**src/rtl/fetch_group_queue_if.sv**
```systemverilog
// Fetch-to-decode group transfer bundle: push side from fetch, pop side to decode.
// The queue uses the slave modport; the fetch/decode side uses master.
interface fetch_group_queue_if #(
    parameter int unsigned FETCH_WIDTH    = 2,
    parameter int unsigned ENTRY_NUM      = 6,
    parameter int unsigned INSN_BIT_WIDTH = 32,
    parameter int unsigned PC_BIT_WIDTH   = 32
);
    localparam int unsigned CNT_W = $clog2(ENTRY_NUM + 1);

    logic                                   push_valid;
    logic                                   push_ready;
    logic [FETCH_WIDTH-1:0]                 push_slot_valid;
    logic [FETCH_WIDTH*INSN_BIT_WIDTH-1:0]  push_insn;
    logic [FETCH_WIDTH*PC_BIT_WIDTH-1:0]    push_pc;

    logic                                   pop_valid;
    logic                                   pop_ready;
    logic [FETCH_WIDTH-1:0]                 pop_slot_valid;
    logic [FETCH_WIDTH*INSN_BIT_WIDTH-1:0]  pop_insn;
    logic [FETCH_WIDTH*PC_BIT_WIDTH-1:0]    pop_pc;

    logic [CNT_W-1:0]                       count;

    modport slave (
        input  push_valid, push_slot_valid, push_insn, push_pc, pop_ready,
        output push_ready, pop_valid, pop_slot_valid, pop_insn, pop_pc, count
    );

    modport master (
        output push_valid, push_slot_valid, push_insn, push_pc, pop_ready,
        input  push_ready, pop_valid, pop_slot_valid, pop_insn, pop_pc, count
    );
endinterface

```
**src/rtl/fetch_group_queue.sv**
```systemverilog
// Decoupling FIFO of whole fetch groups between I-cache fetch and decode.
// Non-power-of-two depth; single-cycle flush; pop data is a direct read of the head entry.
module fetch_group_queue #(
    parameter int unsigned FETCH_WIDTH    = 2,
    parameter int unsigned ENTRY_NUM      = 6,
    parameter int unsigned INSN_BIT_WIDTH = 32,
    parameter int unsigned PC_BIT_WIDTH   = 32
) (
    input  logic                  clk,
    input  logic                  rst,
    input  logic                  flush,
    fetch_group_queue_if.slave    bus
);
    localparam int unsigned PTR_W      = (ENTRY_NUM > 1) ? $clog2(ENTRY_NUM) : 1;
    localparam int unsigned CNT_W      = $clog2(ENTRY_NUM + 1);
    localparam int unsigned INSN_GRP_W = FETCH_WIDTH * INSN_BIT_WIDTH;
    localparam int unsigned PC_GRP_W   = FETCH_WIDTH * PC_BIT_WIDTH;

    logic [FETCH_WIDTH-1:0] slot_valid_mem [ENTRY_NUM];
    logic [INSN_GRP_W-1:0]  insn_mem       [ENTRY_NUM];
    logic [PC_GRP_W-1:0]    pc_mem         [ENTRY_NUM];

    logic [PTR_W-1:0] head;
    logic [PTR_W-1:0] tail;
    logic [CNT_W-1:0] count_q;
    logic [CNT_W-1:0] count_next;

    logic full;
    logic empty;
    logic push_fire;
    logic pop_fire;

    // Wrap by compare-and-clear so any depth works.
    function automatic logic [PTR_W-1:0] ptr_inc(input logic [PTR_W-1:0] p);
        return (p == PTR_W'(ENTRY_NUM - 1)) ? '0 : p + PTR_W'(1);
    endfunction

    // Handshake qualification uses registered occupancy only.
    always_comb begin
        full      = (count_q == CNT_W'(ENTRY_NUM));
        empty     = (count_q == '0);
        push_fire = bus.push_valid & ~full  & ~flush;
        pop_fire  = bus.pop_ready  & ~empty & ~flush;
    end

    always_comb begin
        count_next = count_q;
        if (push_fire && !pop_fire) begin
            count_next = count_q + CNT_W'(1);
        end else if (pop_fire && !push_fire) begin
            count_next = count_q - CNT_W'(1);
        end
    end

    always_ff @(posedge clk) begin
        if (rst || flush) begin
            head    <= '0;
            tail    <= '0;
            count_q <= '0;
        end else begin
            if (push_fire) begin
                tail <= ptr_inc(tail);
            end
            if (pop_fire) begin
                head <= ptr_inc(head);
            end
            count_q <= count_next;
        end
    end

    // Storage is not reset; occupancy alone defines which entries are live.
    always_ff @(posedge clk) begin
        if (!rst && push_fire) begin
            slot_valid_mem[tail] <= bus.push_slot_valid;
            insn_mem[tail]       <= bus.push_insn;
            pc_mem[tail]         <= bus.push_pc;
        end
    end

    assign bus.push_ready     = ~full;
    assign bus.pop_valid      = ~empty;
    assign bus.pop_slot_valid = empty ? '0 : slot_valid_mem[head];
    assign bus.pop_insn       = insn_mem[head];
    assign bus.pop_pc         = pc_mem[head];
    assign bus.count          = count_q;

`ifndef SYNTHESIS
    // A stalled producer must hold its group until it is taken.
    a_push_hold: assert property (@(posedge clk) disable iff (rst || flush)
        (bus.push_valid && full) |=>
            (!bus.push_valid || ($stable(bus.push_slot_valid) &&
                                 $stable(bus.push_insn) && $stable(bus.push_pc))));

    a_count_bound: assert property (@(posedge clk) disable iff (rst)
        count_q <= CNT_W'(ENTRY_NUM));
`endif
endmodule

```
**src/flat_wrapper.sv**
```systemverilog
// flat-port wrapper written by rule: the top's interface ports become plain ports
module fetch_group_queue_flat 
#(
    parameter int unsigned FETCH_WIDTH    = 2,
    parameter int unsigned ENTRY_NUM      = 6,
    parameter int unsigned INSN_BIT_WIDTH = 32,
    parameter int unsigned PC_BIT_WIDTH   = 32
)
  (clk, rst, flush, bus_push_valid, bus_push_slot_valid, bus_push_insn, bus_push_pc, bus_pop_ready, bus_push_ready, bus_pop_valid, bus_pop_slot_valid, bus_pop_insn, bus_pop_pc, bus_count);
  fetch_group_queue_if #(.FETCH_WIDTH(FETCH_WIDTH), .ENTRY_NUM(ENTRY_NUM), .INSN_BIT_WIDTH(INSN_BIT_WIDTH), .PC_BIT_WIDTH(PC_BIT_WIDTH)) bus_i ();
  input  logic clk;
  input  logic rst;
  input  logic flush;
  input wire logic [$bits(bus_i.push_valid)-1:0] bus_push_valid;
  input wire logic [$bits(bus_i.push_slot_valid)-1:0] bus_push_slot_valid;
  input wire logic [$bits(bus_i.push_insn)-1:0] bus_push_insn;
  input wire logic [$bits(bus_i.push_pc)-1:0] bus_push_pc;
  input wire logic [$bits(bus_i.pop_ready)-1:0] bus_pop_ready;
  output wire logic [$bits(bus_i.push_ready)-1:0] bus_push_ready;
  output wire logic [$bits(bus_i.pop_valid)-1:0] bus_pop_valid;
  output wire logic [$bits(bus_i.pop_slot_valid)-1:0] bus_pop_slot_valid;
  output wire logic [$bits(bus_i.pop_insn)-1:0] bus_pop_insn;
  output wire logic [$bits(bus_i.pop_pc)-1:0] bus_pop_pc;
  output wire logic [$bits(bus_i.count)-1:0] bus_count;
  assign bus_i.push_valid = bus_push_valid;
  assign bus_i.push_slot_valid = bus_push_slot_valid;
  assign bus_i.push_insn = bus_push_insn;
  assign bus_i.push_pc = bus_push_pc;
  assign bus_i.pop_ready = bus_pop_ready;
  assign bus_push_ready = bus_i.push_ready;
  assign bus_pop_valid = bus_i.pop_valid;
  assign bus_pop_slot_valid = bus_i.pop_slot_valid;
  assign bus_pop_insn = bus_i.pop_insn;
  assign bus_pop_pc = bus_i.pop_pc;
  assign bus_count = bus_i.count;
  fetch_group_queue #(.FETCH_WIDTH(FETCH_WIDTH), .ENTRY_NUM(ENTRY_NUM), .INSN_BIT_WIDTH(INSN_BIT_WIDTH), .PC_BIT_WIDTH(PC_BIT_WIDTH)) u_core (.clk(clk), .rst(rst), .flush(flush), .bus(bus_i));
endmodule
```
**config.mk**
```make
export PLATFORM = sky130hd
export DESIGN_NAME = fetch_group_queue_flat
export DESIGN_NICKNAME = d
export VERILOG_FILES = /design/src/rtl/fetch_group_queue_if.sv /design/src/rtl/fetch_group_queue.sv /design/src/flat_wrapper.sv
export SDC_FILE = /design/constraint.sdc
export NUM_CORES = 1
export LEC_CHECK = 0
export CAP_MARGIN = 20
export CORE_ASPECT_RATIO = 0.7
export CORE_MARGIN = 2
export CORE_UTILIZATION = 28
export DETAILED_ROUTE_END_ITERATION = 8
export PLACE_DENSITY_LB_ADDON = 0.15
export RECOVER_POWER = 100
export SLEW_MARGIN = 20
export SYNTH_ARGS = -nofsm -noshare
export SYNTH_HDL_FRONTEND = slang
export SYNTH_SLANG_ARGS = --single-unit
```
**constraint.sdc**
```tcl
create_clock -name clk -period 12.1 [get_ports clk]
set_input_delay 2.42 -clock clk [delete_from_list [all_inputs] [get_ports clk]]
set_output_delay 2.42 -clock clk [all_outputs]
set_load 0.1 [all_outputs]
```
== Yosys cells after proc, flatten, opt, wreduce, memory -nomap -nowiden ==
Memories as Yosys holds them, arrays and structs flattened. A register that Yosys moved wholly into a read port is not among the register bits.
Index checks and enable logic that the tools add are counted.
Widths: inputs -> output; s select.
Storage, ports and cells
  bits in registers: 9
  memory bits (writable): 780
  word-level logic and storage cells: 42
  memories: 3
Memory list
  u_core.insn_mem: words 6, width 64, read ports 1, clocked after memory_dff 1, wr ports 1, RTL line fetch_group_queue.sv:20  | logic [INSN_GRP_W-1:0] insn_mem [ENTRY_NUM];
  u_core.pc_mem: words 6, width 64, read ports 1, clocked after memory_dff 1, wr ports 1, RTL line fetch_group_queue.sv:21  | logic [PC_GRP_W-1:0] pc_mem [ENTRY_NUM];
  u_core.slot_valid_mem: words 6, width 2, read ports 1, clocked after memory_dff 1, wr ports 1, RTL line fetch_group_queue.sv:19  | logic [FETCH_WIDTH-1:0] slot_valid_mem [ENTRY_NUM];
Operators by class
  $add $sub $neg: 4
  equality and inequality tests: 3
  mux-type cells: 13
  bitwise gates (word level): 7
  reduce and logical (&&, ||, !) cells: 9
Operator list (number)
  $mux 3: 10
  $add 3x1->3 const B: 3
  $eq 3x3->1 const B: 3
  $and 1x1->1: 4
  $logic_and 1x1->1: 3
  $logic_not 1->1: 3
  $logic_not 3->1: 1
  $not 1->1: 3
  $sub 3x1->3 const B: 1
  $mux 1: 2
  $mux 2: 1
  $reduce_bool 2->1: 1
  $logic_or 1x1->1: 1

== Logic depth before layout (Yosys ltp) ==
Gate-level depths: netlist (run 1).
  depth in word-level cells: 8
  depth in mapped cells: 9
  depth with buffers taken out: 9

== Least setup slack after synthesis (run 1) ==
No wires, ideal clock.
  path type: in2reg
  start point: input port flush
  end point: memory u_core.insn_mem[4][0] (netlist bit) (enable)
  data arrival time: 12.290 ns
  path slack: -0.996 ns
  stages on the path: 3
  path through: nor2_1 > nand4b_1 > nor3b_1
Between the ends
  word-level cells in the longest chain between the ends: 5
RTL lines
  start: declaration: RTL line flat_wrapper.sv:13  | input logic flush;
  $not 1->1: RTL line fetch_group_queue.sv:42  | push_fire = bus.push_valid & ~full & ~flush;
  $and 1x1->1: RTL line fetch_group_queue.sv:42
  $logic_and 1x1->1: RTL line fetch_group_queue.sv:73  | if (!rst && push_fire) begin
  $mux 1: RTL line fetch_group_queue.sv:73
  $mux 1 (implied by the code): RTL line fetch_group_queue.sv:75  | insn_mem[tail] <= bus.push_insn;
  end: declaration: RTL line fetch_group_queue.sv:20
No other way between the ends.

== Worst setup path after layout (run 1) ==
  start point: input port flush
  end point: memory u_core.pc_mem[5][34] (netlist bit) (enable)
Between the ends
  word-level cells in the longest chain between the ends: 5
RTL lines
  $not 1->1: RTL line fetch_group_queue.sv:42
  $and 1x1->1: RTL line fetch_group_queue.sv:42
  $logic_and 1x1->1: RTL line fetch_group_queue.sv:73
  $mux 1: RTL line fetch_group_queue.sv:73
  $mux 1 (implied by the code): RTL line fetch_group_queue.sv:76  | pc_mem[tail] <= bus.push_pc;
  end: declaration: RTL line fetch_group_queue.sv:21
No other way between the ends.

==> results of run 1 <==
-- final cells by class --
cell class / count / area, um^2
Antenna cell: 2 / 5.00
Sequential cell: 792 / 23700
Multi-Input combinational cell: 443 / 6410
Inverter: 2 / 7.51
Timing Repair Buffer: 297 / 2850
Clock inverter: 42 / 384
Tap cell: 1442 / 1800
Fill cell: 10200 / 70800
Clock buffer: 104 / 2220
-- sequential cells by signal (all words and copies together), names as in the netlist, named ones only --
| name | count |
|---|---|
| u_core.head | 3 |
| u_core.tail | 3 |
| u_core.slot_valid_mem | 12 |
| u_core.bus.count | 3 |
| u_core.pc_mem | 384 |
| u_core.insn_mem | 384 |
-- logic make-up after synthesis --
logic type	Yosys count	share of synthesized area
AO/OA/AOI/OAI	10	0.00201
XOR/XNOR	3	0.000862
adder cells (fa/ha/maj)	2	0.00107
buffers and inverters	61	0.0139
flip-flops	792	0.776
multiplexers	392	0.200
AND/OR/NAND/NOR	36	0.00612
-- worst max-delay path, cell delays in order --
cell	delay, ns
sky130_fd_sc_hd__dlygate4sd3_1	0.60
sky130_fd_sc_hd__nor2_1	0.31
sky130_fd_sc_hd__nand4b_1	0.27
sky130_fd_sc_hd__nor2_1	1.71
sky130_fd_sc_hd__clkbuf_1	1.55
sky130_fd_sc_hd__clkbuf_1	2.44
-- routing by layer --
layer	up-vias	part of all wire	routed length, um
li1	6060	-	-
met1	7369	0.46	32000
met2	289	0.46	32200
met3	136	0.054	3770
met4	20	0.025	1740
met5	-	0.0018	127
-- path summary, 6_finish.rpt --
kind,slack (ns),to,cells past startpoint,start
max,2.85,u_core.pc_mem[5][34]$_DFFE_PP_,6,flush
min,0.49,flop,2,u_core.head[2]$_SDFFE_PP0N_
max reg2reg,4.84,u_core.pc_mem[5][34]$_DFFE_PP_,5,u_core.bus.count[0]$_SDFFE_PP0P_
min reg2reg,0.49,flop,2,u_core.head[2]$_SDFFE_PP0N_
-- stage by stage --
step	utilization	hold WS (ns)	setup WS (ns)
finish	0.345	0.487	2.85
global route	0.345	0.515	2.26
CTS	0.346	0.487	4.56
detailed placement	0.322	0.473	5.32
global placement	0.322	0.453	5.38
floorplan	-	0.455	2.96
-- cell usage in the layout, fill, tap and decap left out, types with 2 or more instances in the layout --
| master | instances |
|---|---|
| sky130_fd_sc_hd__inv_1 | 2 |
| sky130_fd_sc_hd__edfxtp_1 | 780 |
| sky130_fd_sc_hd__clkbuf_1 | 39 |
| sky130_fd_sc_hd__clkdlybuf4s50_1 | 4 |
| sky130_fd_sc_hd__or3_1 | 4 |
| sky130_fd_sc_hd__diode_2 | 2 |
| sky130_fd_sc_hd__dlygate4sd3_1 | 264 |
| sky130_fd_sc_hd__nand3b_1 | 2 |
| sky130_fd_sc_hd__clkinv_2 | 8 |
| sky130_fd_sc_hd__mux2_2 | 64 |
| sky130_fd_sc_hd__mux4_2 | 128 |
| sky130_fd_sc_hd__dfxtp_1 | 10 |
| sky130_fd_sc_hd__or2_2 | 2 |
| sky130_fd_sc_hd__mux2i_1 | 4 |
| sky130_fd_sc_hd__clkinvlp_4 | 4 |
| sky130_fd_sc_hd__clkinv_1 | 19 |
| sky130_fd_sc_hd__xor2_1 | 3 |
| sky130_fd_sc_hd__nor3_1 | 4 |
| sky130_fd_sc_hd__dfxtp_4 | 2 |
| sky130_fd_sc_hd__clkbuf_16 | 86 |
| sky130_fd_sc_hd__bufinv_16 | 6 |
| sky130_fd_sc_hd__nor2_1 | 7 |
| sky130_fd_sc_hd__mux2_4 | 62 |
| sky130_fd_sc_hd__o22ai_1 | 4 |
| sky130_fd_sc_hd__a21oi_1 | 3 |
| sky130_fd_sc_hd__buf_4 | 6 |
| sky130_fd_sc_hd__inv_6 | 3 |
| sky130_fd_sc_hd__nand2b_1 | 2 |
| sky130_fd_sc_hd__buf_12 | 2 |
| sky130_fd_sc_hd__nand2_1 | 8 |
| sky130_fd_sc_hd__mux2_1 | 134 |
-- synthesized netlist by cell type, types with 2 or more instances --
library cell / number / area [um^2]
sky130_fd_sc_hd__or2_2: 2 / 12.5
sky130_fd_sc_hd__mux2_4: 62 / 931
sky130_fd_sc_hd__mux2_1: 134 / 1510
sky130_fd_sc_hd__o22ai_1: 4 / 25.0
sky130_fd_sc_hd__mux4_2: 128 / 2880
sky130_fd_sc_hd__mux2i_1: 4 / 40.0
sky130_fd_sc_hd__buf_2: 17 / 85.1
sky130_fd_sc_hd__buf_6: 23 / 259
sky130_fd_sc_hd__or3_1: 4 / 25.0
sky130_fd_sc_hd__edfxtp_1: 780 / 23400
sky130_fd_sc_hd__nor2_1: 8 / 30.0
sky130_fd_sc_hd__mux2_2: 64 / 721
sky130_fd_sc_hd__clkbuf_1: 18 / 67.6
sky130_fd_sc_hd__inv_1: 2 / 7.51
sky130_fd_sc_hd__nand3b_1: 2 / 15.0
sky130_fd_sc_hd__nand2_1: 8 / 30.0
sky130_fd_sc_hd__nor3_1: 5 / 25.0
sky130_fd_sc_hd__xor2_1: 3 / 26.3
sky130_fd_sc_hd__dfxtp_1: 12 / 240
sky130_fd_sc_hd__a21oi_1: 3 / 15.0
sky130_fd_sc_hd__nand2b_1: 2 / 12.5
-- where the power goes --
group	switching [mW]	internal (mW)	total, mW
logic	0.228	0.0945	0.323
clock network	1.05	1.43	2.48
registers	0.00723	3.03	3.04
==> results.json, run 1 <==
{
  "outcome": "finished, violations left",
  "violated_checks": "capacitance limit, slew limit",
  "final-instance-count-excl-fill": 3124,
  "die_h_um": 280,
  "grt_remaining_overflow": 0,
  "max_freq_ghz": 0.108,
  "number_of_flops_mapped_to_enable_cells_by_yosys": 780,
  "grtUsageMet2": 0.193,
  "timing.max_slew.rel_slack": -1.56,
  "fin_crit_sh": 0.765,
  "synthArstFlopShare": 0,
  "synth_flop_cell": "sky130_fd_sc_hd__edfxtp_1",
  "detail_route.wirelength_mm": 69.9,
  "cts_tree": "done",
  "worst_hold_path_type": "flop to flop",
  "postLayoutCellArea_mm2": 0.0373,
  "timing_hold_violations_final": 0,
  "synth-seq-area-share": 0.776,
  "avgViaCountPerCell": 4.44,
  "transition_time_at_the_pin_with_the_least_slew_margin_ns": 3.84,
  "wl_per_cell_um": 22.4,
  "synthesis.area_mm2": 0.0305,
  "gr-usage-met3": 0.0343,
  "totalPowerFinal_mw": 5.84,
  "critical_path.endpoint_type": "flop",
  "floorplan.die.width_um": 398,
  "syn-num-nets": 1433,
  "dieArea_mm2": 0.112,
  "cp.arrival_ns": 9.42,
  "vias": 13900,
  "number_of_antenna_violations_at_the_first_check_in_global_routing": 20,
  "path_max_fanout": 42,
  "rsz_0062_raised_after_global_routing": "false",
  "clock_tree.root_cell": "sky130_fd_sc_hd__clkbuf_16",
  "clock_tree.htree_level_count": 3,
  "syn-mean-instance-area_um2": 23.5,
  "worst_clock_skew_ns": 0.0297,
  "global_route_total_usage_across_every_layer": 0.124,
  "final.setup.tns_ns": 0,
  "layout_min_cycle_time_ns": 9.25,
  "area_growth_pct": 22.5,
  "timing.final.max_slew_violations": 854,
  "clkLatencyLatePin_ns": 0.65,
  "syn_inst": 1296,
  "drt_iter0_markers": 755,
  "post_route_cells_drive_above_1_share": 0.225,
  "p_leak_nw": 11.5,
  "synth_cell_types": 32,
  "kind_of_critical_path": "input pin to flop",
  "placementRows": 101,
  "power.density_mw_per_mm2": 156,
  "vdd.ir_drop.worst_mv": 0.0865,
  "core_mm2": 0.108,
  "yosysWarningCount": 0,
  "cts_made_buffers": 84,
  "post_dp_cell_area_mm2": 0.0349,
  "yosys_register_bits": 792,
  "cts_max_path_buffers": 3,
  "detailedRoute.firstPassIterationCount": 4,
  "place_hpwl_mm": 38.2,
  "cts.sink_count": 792,
  "globalRouteMet1Util": 0.169,
  "grt_pass1_wl_mm": 101,
  "antenna_violating_nets_post_route": 0,
  "peak_usage_layer_in_the_global_routing_report": "met2",
  "grt_max_degree": 120,
  "final_estimated_routing_congestion_in_global_placement": 0.680,
  "postCtsSetupRepairBufs": 0,
  "setup-violations-final": 0,
  "worst_setup_path_start_kind": "input pin",
  "dp_cells": 2976,
  "initial_core_util": 0.282,
  "pin_count": 270,
  "cp.required_ns": 12.26,
  "post-route-drc-count": 0,
  "grt_pass1_vias": 14900,
  "worst_setup_hold_path_clk_slew_ns": 0.06,
  "net_count_final": 1757,
  "io_buffer_count": 269,
  "cts_hold_buffers": 0,
  "number_of_maximum_capacitance_violations": 22,
  "cts_resized": 0
}
No activity file was read; power rests on OpenSTA's default activity.
==> run 2: changes to the inputs <==
==> constraint.sdc (replaced) <==
create_clock -name clk -period 9.1 [get_ports clk]
set_input_delay 1.82 -clock clk [delete_from_list [all_inputs] [get_ports clk]]
set_output_delay 1.82 -clock clk [all_outputs]
set_load 0.1 [all_outputs]
==> results.json, run 2 (same netlist as run 1, synthesis figures left out) <==
{
  "clkLatencyLatePin_ns": 0.64,
  "placementRows": 101,
  "dp_cells": 2970,
  "pre_cts_slack_ns": 3.71,
  "transition_time_at_the_pin_with_the_least_slew_margin_ns": 4.68,
  "timing.final.max_slew_violations": 621,
  "cts_made_buffers": 84,
  "die_h_um": 280,
  "layout_setup_ws_ns": 1.82,
  "cts_hold_buffers": 0,
  "initial_core_util": 0.282,
  "rr_worst_depth": 4,
  "max_freq_ghz": 0.137,
  "antenna_violating_nets_post_route": 0,
  "part_of_the_total_power_dissipated_in_the_clock_network": 0.430,
  "cts_max_path_buffers": 3,
  "layout_top_registers": "u_core.insn_mem: 384 flops, u_core.pc_mem: 384 flops, u_core.slot_valid_mem: 12 flops",
  "area_growth_pct": 23.0,
  "worst_clock_skew_ns": 0.0211,
  "number_of_antenna_violations_at_the_first_check_in_global_routing": 16,
  "fin_crit_sh": 0.800,
  "setup-violations-final": 0,
  "worst_r2r_endpoint": "u_core.insn_mem[5][9]$_DFFE_PP_",
  "io_buffer_count": 269,
  "p_leak_nw": 11.6,
  "detail_route.wirelength_mm": 69.6,
  "cell_internal_pwr_mw": 6.09,
  "worst_hold_path.num_cells": 2,
  "number_of_maximum_capacitance_violations": 13,
  "power_switching_share": 0.224,
  "cts_tree": "done",
  "share_seq_of_total_power": 0.515,
  "vdd.ir_drop.worst_mv": 0.127,
  "pwr-share-comb": 0.055,
  "avgViaCountPerCell": 4.37,
  "vias": 13700,
  "place_hpwl_mm": 37.3,
  "drt_iter0_markers": 705,
  "critical_path.slowest_cell": "sky130_fd_sc_hd__dlymetal6s4s_1",
  "timing_hold_violations_final": 0,
  "critical_path.endpoint_type": "flop",
  "power.density_mw_per_mm2": 209,
  "grt_max_degree": 123,
  "rsz_0062_raised_after_global_routing": "false",
  "kind_of_critical_path": "input pin to flop",
  "outcome": "finished, violations left",
  "worstPathBufferInverterCount": 2,
  "violated_checks": "capacitance limit, slew limit",
  "worst_setup_path_start_kind": "input pin",
  "cts_resized": 0,
  "met2_wirelength_mm": 32.7,
  "path_max_fanout": 71,
  "final-instance-count-excl-fill": 3129,
  "highest-signal-layer": "met5",
  "wl_per_cell_um": 22.3,
  "worst_setup_hold_path_clk_slew_ns": 0.06,
  "global_route_total_usage_across_every_layer": 0.125,
  "critical_path.reg2reg.startpoint": "u_core.bus.count[0]$_SDFFE_PP0P_",
  "fin_hold_ws_ns": 0.485,
  "postCtsSetupRepairBufs": 0,
  "cp.arrival_ns": 7.40,
  "clock_tree.root_cell": "sky130_fd_sc_hd__clkbuf_16",
  "crit_family": "buffers and inverters",
  "grt_remaining_overflow": 0,
  "cp.required_ns": 9.22,
  "core_mm2": 0.108,
  "final.setup.tns_ns": 0,
  "cp.depth": 5,
  "grt_pass1_vias": 15000,
  "routed-wl-met3_mm": 3.26,
  "pin_count": 270,
  "clock_tree.htree_level_count": 3,
  "cp_slowest_stage_delay_ns": 3.37,
  "dieArea_mm2": 0.112,
  "reg2reg_setup_slack_ns": 3.20,
  "switchingPower_mw": 1.75,
  "net_count_final": 1751,
  "post_route_cells_drive_above_1_share": 0.235,
  "floorplan.die.width_um": 398,
  "leading_cell_types_in_the_layout_fill_and_taps_excluded": "780 x sky130_fd_sc_hd__edfxtp_1, 266 x sky130_fd_sc_hd__dlygate4sd3_1, 134 x sky130_fd_sc_hd__mux2_1",
  "worst_hold_path_type": "flop to flop",
  "layout_min_cycle_time_ns": 7.28,
  "m1WireLength_mm": 32.1,
  "worst_path_most_repeated_cell": "sky130_fd_sc_hd__nor2_1",
  "timing.max_slew.rel_slack": -2.12,
  "path_cells": "dlygate4sd3_1 -> nor2_1 -> nand4b_1 -> nor2_1 -> dlymetal6s4s_1",
  "cts.sink_count": 792,
  "worst_hold_path_startpoint": "u_core.head[1]$_SDFFE_PP0N_",
  "final_estimated_routing_congestion_in_global_placement": 0.675,
  "mostFrequentLayoutCell": "sky130_fd_sc_hd__edfxtp_1",
  "grt_pass1_wl_mm": 102,
  "post-route-drc-count": 0,
  "detailedRoute.firstPassIterationCount": 4
}
==> run 2: cell count changes in the layout (fill, tap and decap cells not counted), moves of 3 or more <==
cell,previous run,this run
sky130_fd_sc_hd__clkbuf_1,39,24
sky130_fd_sc_hd__diode_2,2,5
sky130_fd_sc_hd__clkinvlp_4,4,8
sky130_fd_sc_hd__clkbuf_2,0,5
sky130_fd_sc_hd__clkinv_2,8,14
sky130_fd_sc_hd__clkinv_1,19,15
==> run 2: layout make-up <==
type	instances	area (um^2)
Fill cell	10100	70700
Inverter	2	7.51
Sequential cell	792	23700
Antenna cell	5	12.5
Tap cell	1442	1800
Clock buffer	103	2190
Clock inverter	51	513
Timing Repair Buffer	291	2880
Multi-Input combinational cell	443	6390
==> run 2: metal layers <==
| layer | vias to the layer above | GRT usage |
|---|---|---|
| li1 | 6047 | - |
| met1 | 7230 | 0.169 |
| met2 | 269 | 0.199 |
| met3 | 115 | 0.0310 |
| met4 | 12 | 0.0361 |
| met5 | - | 0 |
==> run 2: worst min-delay path: stages, from the launching register on <==
cell and delay, ns:
sky130_fd_sc_hd__dfxtp_1 0.31, sky130_fd_sc_hd__nand2_1 0.06, sky130_fd_sc_hd__a21oi_1 0.07
==> run 2: metrics by stage <==
stage	total power [mW]	area, um^2	utilization
2_1_floorplan	4.40	30500	-
3_3_place_gp	4.57	34900	0.323
3_5_place_dp	4.58	34900	0.323
4_1_cts	8.00	37600	0.348
5_1_grt	8.14	37500	0.346
6_report	7.84	37500	0.346
==> run 2: how the worst max path moves through the flow <==
stage          start                               end  slack, ns
2_1_floorplan  flush   u_core.insn_mem[1][0]$_DFFE_PP_       0.56
3_3_place_gp    flop             bus_pop_slot_valid[1]       3.63
3_5_place_dp    flop             bus_pop_slot_valid[1]       3.71
4_1_cts         flop                   bus_pop_insn[9]       2.95
5_1_grt        flush  u_core.insn_mem[5][15]$_DFFE_PP_       1.42
6_report       flush   u_core.insn_mem[5][9]$_DFFE_PP_       1.82
==> run 2: power groups by stage <==
stage | Sequential [mW] | Clock, mW | Combinational, mW
global route | 4.04 | 3.64 | 0.454
floorplan | 4.13 | 0 | 0.275
detailed placement | 4.12 | 0 | 0.461
finish | 4.04 | 3.37 | 0.431
CTS | 4.04 | 3.50 | 0.462
global placement | 4.12 | 0 | 0.454
